==> config.mk <==
export PLATFORM = sky130hd
export DESIGN_NAME = serial_sub
export DESIGN_NICKNAME = d
export VERILOG_FILES = /design/src/rtl/serial_sub.sv
export SDC_FILE = /design/constraint.sdc
export NUM_CORES = 1
export LEC_CHECK = 0
export ABC_AREA = 1
export CORE_UTILIZATION = 52
export CTS_BUF_LIST = sky130_fd_sc_hd__clkbuf_8 sky130_fd_sc_hd__clkbuf_16
export CTS_CLUSTER_SIZE = 10
export DETAILED_ROUTE_END_ITERATION = 16
export GPL_ROUTABILITY_DRIVEN = 0
export GPL_TIMING_DRIVEN = 0
export PLACE_DENSITY = 0.77
export SLEW_MARGIN = 20
export SYNTH_ARGS = -nofsm -noshare
export SYNTH_HDL_FRONTEND = slang
export SYNTH_SLANG_ARGS = --single-unit
==> constraint.sdc <==
create_clock -name clk -period 1.7 [get_ports clk]
set_input_delay 0.17 -clock clk [delete_from_list [all_inputs] [get_ports clk]]
set_output_delay 0.17 -clock clk [all_outputs]
set_load 0.005 [all_outputs]
==> src/rtl/serial_sub.sv <==
`default_nettype none
// ---------------------------------------------------------------------------
// serial_sub : bit-serial unsigned subtractor (X-Y-Bin), optional |X-Y-Bin|
// rev 1.0
// ---------------------------------------------------------------------------
module serial_sub #(
  parameter int WIDTH = 8
) (
  input  logic             clk,
  input  logic             rst,
  input  logic             start,
  input  logic [WIDTH-1:0] X,
  input  logic [WIDTH-1:0] Y,
  input  logic             Bin,
  input  logic             mode,
  output logic             busy,
  output logic             done,
  output logic [WIDTH-1:0] Diff,
  output logic             Bout
);

  localparam int CW = (WIDTH > 1) ? $clog2(WIDTH) : 1;
  localparam logic [CW-1:0] LAST = CW'(WIDTH - 1);

  localparam logic [1:0] IDLE  = 2'd0;
  localparam logic [1:0] SHIFT = 2'd1;
  localparam logic [1:0] NEG   = 2'd2;

  logic [1:0]       state_q, state_d;
  logic [CW-1:0]    cnt_q, cnt_d;
  logic [WIDTH-1:0] x_q, x_d;
  logic [WIDTH-1:0] y_q, y_d;
  logic [WIDTH-1:0] sr_q, sr_d;
  logic             b_q, b_d;
  logic             mode_q, mode_d;
  logic             done_q, done_d;
  logic [WIDTH-1:0] diff_q, diff_d;
  logic             bout_q, bout_d;

  logic             bit_x, bit_y, bit_d, b_next;
  logic [WIDTH-1:0] raw;

  always_comb begin
    bit_x  = x_q[0];
    bit_y  = y_q[0];
    bit_d  = bit_x ^ bit_y ^ b_q;
    b_next = (~bit_x & bit_y) | (~(bit_x ^ bit_y) & b_q);
    // Result bits enter at the MSB so the word is aligned after WIDTH shifts.
    raw    = {bit_d, sr_q[WIDTH-1:1]};

    state_d = state_q;
    cnt_d   = cnt_q;
    x_d     = x_q;
    y_d     = y_q;
    sr_d    = sr_q;
    b_d     = b_q;
    mode_d  = mode_q;
    done_d  = 1'b0;
    diff_d  = diff_q;
    bout_d  = bout_q;

    case (state_q)
      IDLE: begin
        if (start) begin
          x_d     = X;
          y_d     = Y;
          b_d     = Bin;
          mode_d  = mode;
          cnt_d   = '0;
          state_d = SHIFT;
        end
      end
      SHIFT: begin
        x_d   = x_q >> 1;
        y_d   = y_q >> 1;
        b_d   = b_next;
        sr_d  = raw;
        cnt_d = cnt_q + CW'(1);
        if (cnt_q == LAST) begin
          cnt_d = '0;
          if (mode_q && b_next) begin
            state_d = NEG;
          end else begin
            state_d = IDLE;
            diff_d  = raw;
            bout_d  = b_next;
            done_d  = 1'b1;
          end
        end
      end
      NEG: begin
        // A raw of zero negates to zero: the 2^WIDTH magnitude wraps.
        diff_d  = ~sr_q + WIDTH'(1);
        bout_d  = 1'b1;
        done_d  = 1'b1;
        state_d = IDLE;
      end
      default: state_d = IDLE;
    endcase
  end

  always_ff @(posedge clk) begin
    if (rst) begin
      state_q <= IDLE;
      cnt_q   <= '0;
      x_q     <= '0;
      y_q     <= '0;
      sr_q    <= '0;
      b_q     <= 1'b0;
      mode_q  <= 1'b0;
      done_q  <= 1'b0;
      diff_q  <= '0;
      bout_q  <= 1'b0;
    end else begin
      state_q <= state_d;
      cnt_q   <= cnt_d;
      x_q     <= x_d;
      y_q     <= y_d;
      sr_q    <= sr_d;
      b_q     <= b_d;
      mode_q  <= mode_d;
      done_q  <= done_d;
      diff_q  <= diff_d;
      bout_q  <= bout_d;
    end
  end

  assign busy = (state_q != IDLE);
  assign done = done_q;
  assign Diff = diff_q;
  assign Bout = bout_q;

endmodule
`default_nettype wire

==> metrics <==
outcome completed; HP Start Y[4]; layout cells sized above 1 10.6%; PwrDens 1120 nW/um^2; Core ar. 3440 sq um; Storage cell area 822 sq um; Gate Count Post-Synth 262; first-pass GRT wire length 7.27 mm; Design Power 2690 uW; crit path DAT 1.44 ns; CTS Buf Count 5; die extent in x 62.8 microns; Clock Path Buffers 2; Worst Max-Slew Pin Slew 0.478 ns; H-tree Lvls 2; worst-case hold path end point y_q[4]; fin nets 329; IO Pins 32; internal reg-to-reg setup slack 0.13 ns; R2R depth 8; final period utilization 94.5%; CP max stage delay 0.49 ns; input/output buffers 31; Starting Density 55.9%; Via Count 1846; reg2reg end x_q[5]; Rel. slew slack 68.1%; cell mode on critical path inv_1; Detailed Place HPWL 3.11 mm; CTS Hold Bufs 0; crit-path leading delay family buffers and inverters; mapped cell area 1920 sq um; # fillers 307; Hold WC Path Type in2reg; WP data required 1.53 ns; # clock sinks 41; DRC 0; Seq cells post-synth 41; clk_skew 0.00746 ns; Routed WL 4.32 mm; Hold Crit Depth 3; worst skew pair latency 0.29 ns; register area share after synthesis 42.7%; ANT nets after route 0; Root Driver clkbuf_8; top achievable clock speed 623 MHz; gr usage total 23.5%; Setup Viol. Count Final 0; largest fanout on the critical path 3; crit start category register; CTS tree built; num rows 21; Multi-input gate area 952 sq um; number of global-route vias before repair 1642; min Tclk post-route 1.61 ns; commonest non-fill, non-tap cell in the layout nand2_1; clk slew on worst S/H paths 0.07 ns; post-route cell area 2410 sq um; CP endpoint kind output pin; RSZ-0062 raised after global routing no; pre-CTS setup slack -0.000378 ns; worst path cell trace inv_1, ha_4, inv_1, clkdlybuf4s50_1; synth warn 0; CP Class reg2out; Max Cap Violations 0; Synth cell types 25; Initial DRC Count 143; final hold vios 0; worst vdd ir 657 uV; initial antenna violation count 0; Post-DP Area 2290 sq um; synth-to-layout area growth 25.2%; most frequent cells in the layout 59 x nand2_1, 40 x dfxtp_1, 31 x clkdlybuf4s50_1, 28 x o21ai_0, 24 x nor2_1; largest net degree at the start of global routing 12; Vias per Instance 5.32; DRT Pass-1 Iters 4; GRT overflow 0; RR Startpoint state_q[1]; Synth Net Count 290; Max Transition Viols Final 0; Final WS setup 0.0940 ns; CP max stage cell clkdlybuf4s50_1; ant diodes 0; WP buf/inv 3; syn avg cell area 7.34 sq um; DR WL/cell 12.4 microns; DIE HEIGHT 62.8 microns; Leak 0.000978 uW; die area 3950 sq um
==> through the flow <==
| stage | hold WS [ns] | util [%] | instances | TNS, ns |
|---|---|---|---|---|
| finish | 0.444 | 70.0 | 347 | 0 |
| global route | 0.453 | 70.0 | 347 | 0 |
| CTS | 0.446 | 69.2 | 346 | 0 |
| detailed placement | 0.454 | 66.6 | 339 | -0.000378 |
| global placement | 0.448 | 66.6 | 339 | 0 |
| floorplan | 0.318 | - | 262 | 0 |
==> flip-flops by register name (all words and copies together) (netlist names) <==
| name | flops |
|---|---|
| x_q | 8 |
| mode_q | 1 |
| Diff | 8 |
| state_q | 2 |
| b_q | 1 |
| Bout | 1 |
| sr_q | 8 |
| y_q | 8 |
| done | 1 |
| cnt_q | 3 |
==> power breakdown <==
group          leakage, uW  internal (uW)  total (uW)  switching, uW
registers         0.000337           1100        1190           87.4
clock network    0.0000485            316         630            314
logic             0.000593            379         867            488
total             0.000978           1800        2690            889
==> worst max-delay path by stage <==
stage                           from      end  slack, ns  cells after the start
final                     state_q[1]     busy       0.09                      4
after global routing      state_q[0]     busy       0.02                      4
after CTS                 state_q[0]     busy       0.02                      4
after detailed placement      x_q[0]  Diff[4]    -0.0004                     10
after global placement        x_q[0]  Diff[0]       0.01                      9
after floorplan               x_q[0]     Bout       0.18                      9
==> Yosys cell counts, drive strengths merged <==
cell type	instances	area (sq um)
nand3	10	50.1
inv	22	85.1
xor2	2	17.5
nand2	60	228
nor2	27	109
nor3	2	10.0
a21oi	20	100
ha	6	75.1
or2	2	12.5
fa	1	20.0
buf	9	66.3
a31oi	15	93.8
o21ai	39	210
nand4	1	6.26
clkbuf	5	18.8
dfxtp	41	821
==> kinds of logic (layout without fill, tap and decap cells) <==
| kind of cell | Yosys count | count (layout) | synth area share [%] |
|---|---|---|---|
| compound gates | 74 | 74 | 21.0 |
| buf+inv | 36 | 75 | 8.85 |
| fa+ha+maj | 7 | 7 | 4.94 |
| flops | 41 | 41 | 42.7 |
| simple gates | 102 | 102 | 21.6 |
| xor+xnor | 2 | 2 | 0.911 |
==> worst reg2reg max path: stages (launching register included) <==
cell and delay [ns]:
dfxtp_1 0.31, inv_1 0.12, ha_1 0.16, buf_4 0.17, inv_4 0.10, o21ai_4 0.21
buf_6 0.18, o21ai_1 0.06, a31oi_1 0.18
==> final cells by class <==
class | count | area share [%]
Clock inverter | 1 | 0.156
Sequential cell | 41 | 34.1
Buffer | 14 | 3.53
Inverter | 22 | 3.64
Timing Repair Buffer | 32 | 13.2
Clock buffer | 6 | 3.43
Tap cell | 46 | 2.39
Multi-Input combinational cell | 185 | 39.5
==> metal layers <==
| metal | track usage [%] | share of wire (%) |
|---|---|---|
| met1 | 31.2 | 47 |
| met2 | 36.7 | 46 |
| met5 | 0 | 0 |
| met3 | 4.38 | 5.7 |
| met4 | 10.8 | 1.5 |
==> timing repair <==
item | 4_1_cts | 5_1_grt
gates resized for setup | 2 | 5
pin swaps | 0 | 1
hold endpoints to repair | 0 | 0
buffers inserted | 0 | 1
setup endpoints to repair | 3 | 9
Note: power is estimated with default switching activity, not from simulation.
